**src/rtl/spi_slave_pkg.sv**
```systemverilog
// Shared types and helpers for the SPI slave front end: lane-mode encoding
// and the mapping from a requested lane mode to the active lane count.
package spi_slave_pkg;

  typedef enum logic [1:0] {
    LANE_X1 = 2'b00,
    LANE_X2 = 2'b01,
    LANE_X4 = 2'b10
  } lane_mode_e;

  // Unsupported codes and modes wider than the physical pins fall back to x1.
  function automatic logic [2:0] lane_count(input lane_mode_e mode, input int lanes);
    logic [2:0] n;
    case (mode)
      LANE_X1: n = 3'd1;
      LANE_X2: n = 3'd2;
      LANE_X4: n = 3'd4;
      default: n = 3'd1;
    endcase
    if (int'(n) > lanes) begin
      n = 3'd1;
    end else begin
      n = n;
    end
    return n;
  endfunction

endpackage

```
**src/rtl/spi_slave_tx_buf.sv**
```systemverilog
// One-entry valid/ready holding register used as the TX prefetch stage.
// A push and a pop in the same cycle replace the held word.
module spi_slave_tx_buf #(
  parameter int DATA_WIDTH = 32
) (
  input  logic                  clk,
  input  logic                  rst,
  input  logic [DATA_WIDTH-1:0] in_data,
  input  logic                  in_valid,
  output logic                  in_ready,
  output logic [DATA_WIDTH-1:0] out_data,
  output logic                  out_valid,
  input  logic                  out_ready
);

  logic                  full;
  logic [DATA_WIDTH-1:0] hold;

  assign in_ready  = ~full | out_ready;
  assign out_data  = hold;
  assign out_valid = full;

  // Holding register and occupancy flag.
  always_ff @(posedge clk) begin
    if (rst) begin
      full <= 1'b0;
      hold <= '0;
    end else if (in_valid && in_ready) begin
      full <= 1'b1;
      hold <= in_data;
    end else if (full && out_ready) begin
      full <= 1'b0;
    end else begin
      full <= full;
    end
  end

endmodule

```
**src/rtl/spi_slave_tx_lanes.sv**
```systemverilog
// SPI slave transmitter over 1/2/4 lanes, MSB first, multi-word streaming.
// Define SPI_SLAVE_TX_PREFETCH_EN to add the one-word prefetch buffer.
module spi_slave_tx_lanes
  import spi_slave_pkg::*;
#(
  parameter int DATA_WIDTH = 32,
  parameter int LANES      = 4,
  parameter int CNT_WIDTH  = 8
) (
  input  logic                  sclk,
  input  logic                  cs,
  input  logic [1:0]            lane_mode,
  input  logic [CNT_WIDTH-1:0]  counter_in,
  input  logic                  counter_in_upd,
  input  logic [DATA_WIDTH-1:0] data,
  input  logic                  data_valid,
  output logic                  data_ready,
  output logic [LANES-1:0]      miso,
  output logic [LANES-1:0]      miso_oe,
  output logic                  done,
  output logic                  underrun
);

  localparam int WCW = $clog2(DATA_WIDTH);
  localparam logic [WCW-1:0] LAST_X1 = WCW'(DATA_WIDTH - 1);
  localparam logic [WCW-1:0] LAST_X2 = WCW'(DATA_WIDTH / 2 - 1);
  localparam logic [WCW-1:0] LAST_X4 = WCW'(DATA_WIDTH / 4 - 1);

  logic [DATA_WIDTH-1:0] sreg;
  logic [WCW-1:0]        wcnt;
  logic [CNT_WIDTH-1:0]  counter;
  logic [CNT_WIDTH-1:0]  target;
  logic                  running;
  logic [2:0]            k;

  logic                  ld;
  logic                  last_beat;
  logic [WCW-1:0]        wpb_last;
  logic [DATA_WIDTH-1:0] shifted;
  logic [DATA_WIDTH-1:0] load_word;
  logic                  underrun_set;
  logic                  buf_full;
  logic [DATA_WIDTH-1:0] buf_data;
  logic [3:0]            grp;
  logic [3:0]            mask;

  assign last_beat = running & (counter == target);
  assign ld        = counter_in_upd | (running & (wcnt == wpb_last) & ~last_beat);

`ifdef SPI_SLAVE_TX_PREFETCH_EN
  logic buf_in_valid;
  logic buf_in_ready;

  // A word arriving on a load edge with an empty buffer bypasses it.
  assign buf_in_valid = data_valid & ~(ld & ~buf_full);
  assign data_ready   = ~cs & buf_in_ready;

  spi_slave_tx_buf #(
    .DATA_WIDTH(DATA_WIDTH)
  ) u_buf (
    .clk      (sclk),
    .rst      (cs),
    .in_data  (data),
    .in_valid (buf_in_valid),
    .in_ready (buf_in_ready),
    .out_data (buf_data),
    .out_valid(buf_full),
    .out_ready(ld)
  );
`else
  assign buf_full   = 1'b0;
  assign buf_data   = '0;
  assign data_ready = ~cs & ld;
`endif

  // Per-lane-mode word length and shift step.
  always_comb begin
    wpb_last = LAST_X1;
    shifted  = sreg << 3'd1;
    case (k)
      3'd4: begin
        wpb_last = LAST_X4;
        shifted  = sreg << 3'd4;
      end
      3'd2: begin
        wpb_last = LAST_X2;
        shifted  = sreg << 3'd2;
      end
      default: begin
        wpb_last = LAST_X1;
        shifted  = sreg << 3'd1;
      end
    endcase
  end

  // Source select for the shift register on a load edge.
  always_comb begin
    load_word    = '0;
    underrun_set = 1'b0;
    if (buf_full) begin
      load_word = buf_data;
    end else if (data_valid) begin
      load_word = data;
    end else begin
      load_word    = '0;
      underrun_set = 1'b1;
    end
  end

  // Lane drive: top k bits of the shift register, inactive lanes held low.
  always_comb begin
    grp  = 4'b0000;
    mask = 4'b0001;
    case (k)
      3'd4: begin
        grp  = sreg[DATA_WIDTH-1 -: 4];
        mask = 4'b1111;
      end
      3'd2: begin
        grp  = {2'b00, sreg[DATA_WIDTH-1 -: 2]};
        mask = 4'b0011;
      end
      default: begin
        grp  = {3'b000, sreg[DATA_WIDTH-1]};
        mask = 4'b0001;
      end
    endcase
  end

  assign miso    = grp[LANES-1:0];
  assign miso_oe = running ? mask[LANES-1:0] : '0;

  // Beat counting, transfer control, shift register and underrun flag.
  always_ff @(posedge sclk) begin
    if (cs) begin
      sreg     <= '0;
      wcnt     <= '0;
      counter  <= '0;
      target   <= CNT_WIDTH'(8'd7);
      running  <= 1'b0;
      k        <= 3'd1;
      done     <= 1'b0;
      underrun <= 1'b0;
    end else begin
      if (counter_in_upd) begin
        target  <= counter_in;
        counter <= '0;
        running <= 1'b1;
        k       <= lane_count(lane_mode_e'(lane_mode), LANES);
        done    <= last_beat;
      end else if (last_beat) begin
        running <= 1'b0;
        counter <= '0;
        done    <= 1'b1;
      end else if (running) begin
        counter <= counter + CNT_WIDTH'(1'b1);
        done    <= 1'b0;
      end else begin
        done    <= 1'b0;
      end

      if (ld) begin
        sreg <= load_word;
        wcnt <= '0;
        if (underrun_set) begin
          underrun <= 1'b1;
        end else begin
          underrun <= underrun;
        end
      end else if (running) begin
        sreg <= shifted;
        wcnt <= wcnt + WCW'(1'b1);
      end else begin
        sreg <= sreg;
      end
    end
  end

endmodule
```
**config.mk**
```make
export PLATFORM = sky130hd
export DESIGN_NAME = spi_slave_tx_lanes
export DESIGN_NICKNAME = d
export VERILOG_FILES = /design/src/rtl/spi_slave_pkg.sv /design/src/rtl/spi_slave_tx_buf.sv /design/src/rtl/spi_slave_tx_lanes.sv
export SDC_FILE = /design/constraint.sdc
export NUM_CORES = 1
export LEC_CHECK = 0
export BUFFER_PORTS_ARGS = -buffer_cell sky130_fd_sc_hd__buf_4
export CAP_MARGIN = 20
export CORE_ASPECT_RATIO = 1.4
export CORE_MARGIN = 5
export CORE_UTILIZATION = 49
export DETAILED_ROUTE_END_ITERATION = 8
export PLACE_DENSITY = 0.81
export SYNTH_ARGS = -nofsm -noshare
export SYNTH_HDL_FRONTEND = slang
export SYNTH_SLANG_ARGS = --single-unit
```
**constraint.sdc**
```tcl
create_clock -name sclk -period 5.1 [get_ports sclk]
set_clock_uncertainty 0.05 [all_clocks]
set_input_delay 0.255 -clock sclk [delete_from_list [all_inputs] [get_ports sclk]]
set_output_delay 0.255 -clock sclk [all_outputs]
set_load 0.02 [all_outputs]
```
==> metrics.cfg, run 1 <==
[yosys]
synth_area_leader_cell=sky130_fd_sc_hd__dfxtp_1
yosys_top_cell_area_share_pct=33.7
yosys_warnings=0
synth_seq_cells=59
synthCells=451
synth.net_count=501
synth.distinct_cells=40
synth_seq_area_share_pct=33.7
most_used_flip_flop_cell_after_synthesis=sky130_fd_sc_hd__dfxtp_1
asyncSetResetFlopFracSynth_pct=0
avgSynthCellArea_um2=7.77
synth_edf_count=0
synthesis.area_um2=3500
yosys-top-cells-area=sky130_fd_sc_hd__dfxtp_1 34%, sky130_fd_sc_hd__nand4_1 6.6%, sky130_fd_sc_hd__a22oi_1 6.4%

[power_and_ir_drop]
total_leakage_power_uw=0.00144
peakVddDrop_v=0.000196
pwr_density_cell_nw_per_um2=257

[global_routing]
global_route.overflow_total=0
grt_first_pass_wirelength_um=14900
grtUsageTotal_pct=21.1
largest_net_degree_at_the_start_of_global_routing=57
via_count_of_the_first_global_routing_pass=3293
initial_antenna_violation_count=0

[clock_network]
numCtsBuffers=9
clock_tree.root_cell=sky130_fd_sc_hd__clkbuf_8
clock-sinks=59
clock_tree.htree_level_count=3
clkLatencyLatePin_ns=0.34
tritoncts=built
max-clock-path-buffers=2
cts_resized=0
quantity_of_hold_fixing_buffers_added_after_cts=0
path_clk_slew_ns=0.07
cts.repair_timing.setup_buffer_count=0

[floorplan]
die_x_um=81.5
floorplan.io_pins=57
fp.dieArea_um2=8960
placeableCoreArea_um2=6980
dieHeight_um=110
initial_utilization_pct=50.2
placement_rows=36

[routing]
wirelength_um=9300
dr.pass1.iters=6
routed_wire_length_per_instance_um=16.3
vias_per_inst=6.29
drt_iter0_drc=415
ant_nets=0
num_vias=3581
detail_route.drc_violations=0

[worst_setup_path]
critPathMaxFanout=30
timing.setup.critical_path_class=flip-flop to output port
worst-endpoint-required_ns=4.80
worstRegToRegCells=7
worst-r2r-setup-slack_ns=2.27
crit_path_start=k[1]
regToRegStartpoint=k[1]
timing.critical_path.from_type=flip-flop
rr_endpoint=sreg[4]
timing.critical_path.to_type=output port
crit_arrival_ns=2.81
cp-endpoint=data_ready

[sta]
period_minus_slack_ns=3.11
maxSlewHeadroom_pct=26.4
layout_setup_ws_ns=1.99
max_freq_mhz=321
finalSetupViolations=0
rsz_0062_raised_after_global_routing=no
slew_viol_final=0
hold_viol=0
share_of_the_clock_period_used_by_the_worst_path_pct=61.1
finalSetupTns_ns=0
worst-slew-pin-transition_ns=1.10

[place]
place_hpwl_um=6050
portBuffers=56
place.gp.congestion=0.833
dp_slack_ns=2.30
dpl-instance-area_um2=3850
number_of_instances_in_the_placed_design=552

[final_layout]
layout.cells.non_filler=569
drive_gt1_share_pct=17.9
area_growth_pct=15.3
layout_common_cells=62 x sky130_fd_sc_hd__buf_4, 58 x sky130_fd_sc_hd__dfxtp_1, 55 x sky130_fd_sc_hd__nor2_1
fin_nets=519
layout_commonest_cell=sky130_fd_sc_hd__buf_4
finish.instance_area_um2=4040
n_antenna_cell=0

[flow_run]
timing.max_cap.violations=0

[min_path]
timing.hold.worst.class=primary input to flip-flop

[run_status]
outcome=completed

[flip-flops by register name, indices dropped and copies added (netlist names)]
name,cells
target,8
done,1
wcnt,5
running,1
sreg,32
k,3
underrun,1
counter,8
[Yosys cell counts, drive strengths merged (2+ instances only)]
cell,n
dfxtp,59
nor2,55
nand4,37
a21oi,34
a31oi,33
a22oi,30
clkbuf,30
nand3,30
o211ai,27
buf,26
nand2,16
xnor2,11
mux2i,9
xor2,8
inv,5
a211o,4
and3,4
ha,4
nor2b,4
a22o,3
nand2b,3
and2,2
nor3b,2
o21ai,2
or3b,2
[per-stage QoR]
stage | power, µW | utilization, % | hold slack [ns]
2_1_floorplan | 622 | - | 0.327
3_3_place_gp | 670 | 55.2 | 0.406
3_5_place_dp | 674 | 55.2 | 0.415
4_1_cts | 1040 | 57.6 | 0.0493
5_1_grt | 1090 | 57.8 | 0.0537
6_report | 1040 | 57.8 | 0.0619
[worst max-delay path, stage by stage (launching register included)]
cell and delay [ns]:
sky130_fd_sc_hd__dfxtp_1 0.43, sky130_fd_sc_hd__nor3b_2 0.21, sky130_fd_sc_hd__buf_4 0.24, sky130_fd_sc_hd__nor4b_2 0.36
sky130_fd_sc_hd__a311o_1 0.84, sky130_fd_sc_hd__nand2_1 0.10, sky130_fd_sc_hd__nor2_1 0.13, sky130_fd_sc_hd__buf_4 0.15
[cell families (layout without fill, tap and decap cells)]
kind of cell | after synthesis | after routing | share of synthesized area, %
simple gates | 161 | 161 | 23.7
compound gates | 138 | 138 | 26.3
buf+inv | 61 | 84 | 7.61
mux | 9 | 9 | 2.57
xor+xnor | 19 | 19 | 4.75
flops | 59 | 59 | 33.7
fa+ha+maj | 4 | 4 | 1.43
[final cells by class]
| class | count | area (µm²) |
|---|---|---|
| Clock buffer | 10 | 128 |
| Sequential cell | 59 | 1180 |
| Timing Repair Buffer | 63 | 480 |
| Clock inverter | 6 | 42.5 |
| Fill cell | 661 | 2950 |
| Multi-Input combinational cell | 331 | 2070 |
| Inverter | 5 | 18.8 |
| Tap cell | 95 | 119 |
[worst min path at each step]
stage,slack (ns),endpoint,startpoint,cells past startpoint
2_1_floorplan,0.33,target[0],counter_in[0],1
3_3_place_gp,0.41,underrun,underrun,2
3_5_place_dp,0.42,target[2],counter_in[2],2
4_1_cts,0.05,target[2],counter_in[2],2
5_1_grt,0.05,target[1],counter_in[1],2
6_report,0.06,target[2],counter_in[2],2
[layer usage]
| metal | track usage (%) | wire length [µm] | up-vias |
|---|---|---|---|
| met5 | 0 | 0 | - |
| met2 | 35.4 | 4560 | 157 |
| met1 | 25.2 | 3790 | 1684 |
| met4 | 9.18 | 246 | 0 |
| li1 | - | - | 1719 |
| met3 | 5.45 | 705 | 21 |
[power by group]
| group | internal, µW | leakage [µW] | total (µW) | switching [µW] |
|---|---|---|---|---|
| registers | 483 | 0.000484 | 511 | 28.2 |
| clock network | 176 | 0.0000822 | 372 | 196 |
| logic | 72.9 | 0.000870 | 154 | 80.7 |
No activity file was read; power rests on OpenSTA's default activity.
==> run 2, diff against run 1 <==
==> constraint.sdc (replaced) <==
create_clock -name sclk -period 3 [get_ports sclk]
set_clock_uncertainty 0.05 [all_clocks]
set_input_delay 0.15 -clock sclk [delete_from_list [all_inputs] [get_ports sclk]]
set_output_delay 0.15 -clock sclk [all_outputs]
set_load 0.02 [all_outputs]
==> metrics.cfg, run 2 (synthesized netlist as in run 1, its figures left out) <==
[clock_network]
max-clock-path-buffers=2  ; unchanged
tritoncts=built
cts_resized=0  ; unchanged
numCtsBuffers=9  ; unchanged
clock_tree.root_cell=sky130_fd_sc_hd__clkbuf_8
cts.repair_timing.setup_buffer_count=0  ; unchanged
quantity_of_hold_fixing_buffers_added_after_cts=5  ; +5
clock-sinks=59  ; unchanged
clkLatencyLatePin_ns=0.35  ; about the same
clock_tree.htree_level_count=3  ; unchanged
path_clk_slew_ns=0.06  ; about the same

[global_routing]
grtUsageTotal_pct=22.9  ; +1.8 points
global_route.overflow_total=0  ; unchanged
via_count_of_the_first_global_routing_pass=3403  ; +3.3%
grt_first_pass_wirelength_um=16000  ; +7.6%
initial_antenna_violation_count=0  ; unchanged
largest_net_degree_at_the_start_of_global_routing=71  ; +25%

[floorplan]
dieHeight_um=110  ; unchanged
placement_rows=36  ; unchanged
floorplan.io_pins=57  ; unchanged
initial_utilization_pct=50.2  ; unchanged
fp.dieArea_um2=8960  ; unchanged
placeableCoreArea_um2=6980  ; unchanged
die_x_um=81.5  ; unchanged

[routing]
detail_route.drc_violations=0  ; unchanged
wirelength_um=9680  ; +4.0%
num_vias=3606  ; +0.70%
dr.pass1.iters=7  ; +1
routed_wire_length_per_instance_um=16.9  ; +3.1%
vias_per_inst=6.28  ; -0.18%
drt_iter0_drc=412  ; -0.72%
ant_nets=0  ; unchanged

[worst_setup_path]
timing.critical_path.to_type=output port
worst-endpoint-required_ns=2.80  ; -2.00 ns
crit_arrival_ns=2.46  ; -0.35 ns
timing.setup.critical_path_class=flip-flop to output port
critPathMaxFanout=27  ; -10%
timing.critical_path.from_type=flip-flop

[sta]
finalSetupViolations=0  ; unchanged
max_freq_mhz=376
final.hold.worst_slack_ns=0.00854  ; -0.0533 ns
finalSetupTns_ns=0  ; unchanged
share_of_the_clock_period_used_by_the_worst_path_pct=88.7
layout_setup_ws_ns=0.339  ; -1.65 ns
maxSlewHeadroom_pct=29.3  ; +2.8 points
slew_viol_final=0  ; unchanged
hold_viol=0  ; unchanged
rsz_0062_raised_after_global_routing=no
worst-slew-pin-transition_ns=1.06  ; -0.0425 ns
period_minus_slack_ns=2.66

[final_layout]
drive_gt1_share_pct=17.7  ; -0.19 points
n_antenna_cell=0  ; unchanged
max_flop_register=sreg
largest_registers_ranked_by_flip_flop_count=sreg: 32 flops, counter: 8 flops, target: 8 flops
fin_nets=525  ; +1.2%
num-fill-cells=646  ; -2.3%
utilization_pct=59.3  ; +1.5 points
area_growth_pct=18.3
layout_commonest_cell=sky130_fd_sc_hd__buf_4
largest_register_ffs=32  ; unchanged
finish.instance_area_um2=4140  ; +2.6%
layout_common_cells=63 x sky130_fd_sc_hd__buf_4, 58 x sky130_fd_sc_hd__dfxtp_1, 55 x sky130_fd_sc_hd__nor2_1

[place]
portBuffers=56  ; unchanged
place_hpwl_um=6130  ; +1.4%
dp_slack_ns=0.727  ; -1.58 ns
place.gp.congestion=0.828  ; -0.64%
dpl-instance-area_um2=3880  ; +0.71%

[min_path]
timing.hold.worst.class=primary input to flip-flop

[power_and_ir_drop]
peakVddDrop_v=0.000264  ; +35%
pwr_density_cell_nw_per_um2=463  ; +80%
total_leakage_power_uw=0.00149  ; +3.7%

[flow_run]
timing.max_cap.violations=0  ; unchanged

[run_status]
outcome=completed

==> run 2: cell types whose count changed in the layout (fill, tap and decap cells not counted), moves of 2 or more <==
cell,before,now
sky130_fd_sc_hd__clkbuf_8,9,13
sky130_fd_sc_hd__clkinvlp_4,2,0
sky130_fd_sc_hd__clkinv_4,2,0
sky130_fd_sc_hd__clkinv_2,2,0
sky130_fd_sc_hd__dlygate4sd3_1,0,5
==> run 2: area by class of cell <==
type / instances / area (µm²) / share of cell area [%]
clock buffer: 14 / 183 / 4.41
clock inverter: 1 / 30.0 / 0.725
inverter: 5 / 18.8 / 0.453
multi-input combinational: 331 / 2070 / 49.9
sequential: 59 / 1180 / 28.5
tap: 95 / 119 / 2.87
timing repair buffer: 69 / 543 / 13.1
==> run 2: stage by stage <==
step	std cells	power, µW
after floorplan	451	1060
after global placement	554	1140
after detailed placement	554	1150
after CTS	574	1930
after global routing	574	2010
final	574	1920
==> run 2: routing by layer <==
layer | vias up | GRT usage (%) | part of all wire, %
met5 | - | 0 | 0
met4 | 0 | 12.3 | 4.0
li1 | 1732 | - | -
met2 | 164 | 37.5 | 49
met3 | 39 | 5.12 | 7.0
met1 | 1671 | 27.4 | 40
==> run 2: worst paths after layout <==
path,start,to,slack [ns],cells past startpoint
max,wcnt[0],data_ready,0.34,8
min,counter_in[5],target[5],0.009,3
max reg2reg,k[2],sreg[20],0.72,5
min reg2reg,underrun,underrun,0.43,2
==> run 2: worst max-delay path: stages (launching register included) <==
cell                      delay, ns
sky130_fd_sc_hd__dfxtp_1       0.37
sky130_fd_sc_hd__ha_1          0.18
sky130_fd_sc_hd__and3_1        0.23
sky130_fd_sc_hd__nor4b_2       0.30
sky130_fd_sc_hd__a311o_1       0.47
sky130_fd_sc_hd__buf_12        0.24
sky130_fd_sc_hd__nand2_1       0.06
sky130_fd_sc_hd__nor2_1        0.10
sky130_fd_sc_hd__buf_4         0.15
==> run 2: report_power, final <==
part | internal (µW) | total, µW | switching [µW] | leakage [µW]
Sequential | 822 | 866 | 44.4 | 0.000484
Combinational | 131 | 277 | 146 | 0.000897
Clock | 470 | 775 | 305 | 0.000109
Total | 1420 | 1920 | 496 | 0.00149
==> run 3, diff against run 2 <==
--- a/config.mk
+++ b/config.mk
@@ -7,11 +7,13 @@
 export LEC_CHECK = 0
 export BUFFER_PORTS_ARGS = -buffer_cell sky130_fd_sc_hd__buf_4
 export CAP_MARGIN = 20
+export CELL_PAD_IN_SITES_DETAIL_PLACEMENT = 1
+export CELL_PAD_IN_SITES_GLOBAL_PLACEMENT = 1
 export CORE_ASPECT_RATIO = 1.4
 export CORE_MARGIN = 5
-export CORE_UTILIZATION = 49
+export CORE_UTILIZATION = 42
 export DETAILED_ROUTE_END_ITERATION = 8
-export PLACE_DENSITY = 0.81
+export PLACE_DENSITY = 0.91
 export SYNTH_ARGS = -nofsm -noshare
 export SYNTH_HDL_FRONTEND = slang
 export SYNTH_SLANG_ARGS = --single-unit
==> metrics.cfg, run 3 (synthesized netlist as in run 1, its figures left out) <==
[min_path]
timing.hold.worst.class=primary input to flip-flop

[sta]
share_of_the_clock_period_used_by_the_worst_path_pct=90.9  ; +2.1 points
layout_setup_ws_ns=0.274  ; -0.0643 ns
worst-slew-pin-transition_ns=1.08  ; +0.0211 ns
slew_viol_final=0  ; unchanged
hold_viol=0  ; unchanged
finalSetupTns_ns=0  ; unchanged
finalSetupViolations=0  ; unchanged
max_freq_mhz=367  ; -2.4%
maxSlewHeadroom_pct=27.9  ; -1.4 points
rsz_0062_raised_after_global_routing=no
period_minus_slack_ns=2.73  ; +0.0643 ns

[global_routing]
grt_first_pass_wirelength_um=18700  ; +16%
grtUsageTotal_pct=22.4  ; -0.48 points
via_count_of_the_first_global_routing_pass=3867  ; +14%
largest_net_degree_at_the_start_of_global_routing=71  ; unchanged
global_route.overflow_total=0  ; unchanged
initial_antenna_violation_count=0  ; unchanged

[clock_network]
quantity_of_hold_fixing_buffers_added_after_cts=4  ; -1
tritoncts=built
numCtsBuffers=9  ; unchanged
cts.repair_timing.setup_buffer_count=0  ; unchanged
clock-sinks=59  ; unchanged
clkLatencyLatePin_ns=0.33  ; -0.02 ns
max-clock-path-buffers=2  ; unchanged
cts_resized=0  ; unchanged
path_clk_slew_ns=0.05  ; about the same
clock_tree.htree_level_count=3  ; unchanged
clock_tree.root_cell=sky130_fd_sc_hd__clkbuf_16

[final_layout]
layout_commonest_cell=sky130_fd_sc_hd__buf_4
layout_common_cells=63 x sky130_fd_sc_hd__buf_4, 58 x sky130_fd_sc_hd__dfxtp_1, 55 x sky130_fd_sc_hd__nor2_1
max_flop_register=sreg
largest_register_ffs=32  ; unchanged
largest_registers_ranked_by_flip_flop_count=sreg: 32 flops, counter: 8 flops, target: 8 flops
area_growth_pct=20.5
finish.instance_area_um2=4220  ; +1.9%
n_antenna_cell=0  ; unchanged
fin_nets=524  ; -0.19%
drive_gt1_share_pct=18.2  ; +0.42 points

[routing]
wirelength_um=11500  ; +19%
detail_route.drc_violations=0  ; unchanged
vias_per_inst=6.48  ; +3.1%
num_vias=3762  ; +4.3%
drt_iter0_drc=314  ; -24%
dr.pass1.iters=4  ; -3
routed_wire_length_per_instance_um=19.9  ; +18%
ant_nets=0  ; unchanged

[place]
place_hpwl_um=7070  ; +15%
portBuffers=56  ; unchanged
dpl-instance-area_um2=3890  ; +0.23%
place.gp.congestion=0.830  ; +0.28%
dp_slack_ns=0.648  ; -0.0784 ns

[worst_setup_path]
timing.critical_path.to_type=output port
timing.setup.critical_path_class=flip-flop to output port
crit_arrival_ns=2.53  ; +0.07 ns
critPathMaxFanout=27  ; unchanged
timing.critical_path.slowest_stage_cell=sky130_fd_sc_hd__a311o_1
worstPathCellList=ha_1 > and3_1 > nor4b_2 > a311o_1 > buf_12 > nand2_1 > nor2_1 > buf_4
timing.critical_path.from_type=flip-flop
critPathMaxStageDelay_ns=0.50  ; +0.03 ns
worst-endpoint-required_ns=2.80  ; about the same

[floorplan]
dieHeight_um=118  ; +7.3%
initial_utilization_pct=43.0  ; -7.2 points
floorplan.io_pins=57  ; unchanged
fp.dieArea_um2=10300  ; +15%
placement_rows=39  ; +8.3%
placeableCoreArea_um2=8150  ; +17%
die_x_um=87.2  ; +7.0%

[power_and_ir_drop]
peakVddDrop_v=0.000354  ; +34%
pwr_density_cell_nw_per_um2=515  ; +11%
total_leakage_power_uw=0.00153  ; +2.6%

[flow_run]
timing.max_cap.violations=0  ; unchanged

[run_status]
outcome=completed

run 3: cell types whose count changed in the layout (fill, tap and decap cells not counted):
cell,change
sky130_fd_sc_hd__dlygate4sd3_1,-1
sky130_fd_sc_hd__clkbuf_8,-12
sky130_fd_sc_hd__clkinv_2,+5
sky130_fd_sc_hd__clkbuf_1,-1
sky130_fd_sc_hd__clkbuf_16,+9
run 3: cell type report:
type | instances | area, µm²
well taps | 102 | 128
flip-flops and latches | 59 | 1180
repair buffers | 68 | 533
fillers | 997 | 3930
clock buffers | 10 | 239
multi-input cells | 331 | 2070
clock inverters | 6 | 55.1
inverters | 5 | 18.8
run 3: worst paths after layout:
check | startpoint | end | slack (ns) | cells after the start
max | wcnt[0] | data_ready | 0.27 | 8
min | counter_in[4] | target[4] | 0.01 | 3
max reg2reg | wcnt[0] | sreg[29] | 0.68 | 7
min reg2reg | underrun | underrun | 0.43 | 2
run 3: stage by stage:
| stage | hold WS [ns] | utilization (%) | total power (µW) | std cells |
|---|---|---|---|---|
| detailed placement | 0.311 | 47.7 | 1160 | 561 |
| global placement | 0.307 | 47.7 | 1150 | 561 |
| global route | 0.0166 | 51.8 | 2270 | 581 |
| CTS | 0.00419 | 51.8 | 2190 | 581 |
| floorplan | 0.222 | - | 1060 | 451 |
| finish | 0.0124 | 51.8 | 2180 | 581 |
run 3: routing by layer:
metal	up-vias	GRT usage (%)	part of all wire, %
li1	1725	-	-
met1	1880	26.2	39
met2	137	39.4	53
met3	20	4.34	6.1
met4	0	8.25	2.4
met5	-	0	0
run 3: worst max-delay path, delay by kind of cell (launching register included):
family | cells | cell delay, ns
compound gates | 1 | 0.50
flops | 1 | 0.38
simple gates | 4 | 0.72
fa+ha+maj | 1 | 0.18
buf+inv | 2 | 0.40
run 3: power by group:
part           internal [µW]  switching, µW  total [µW]
Clock                    657            362        1020
Sequential               823           47.9         871
Combinational            130            156         286
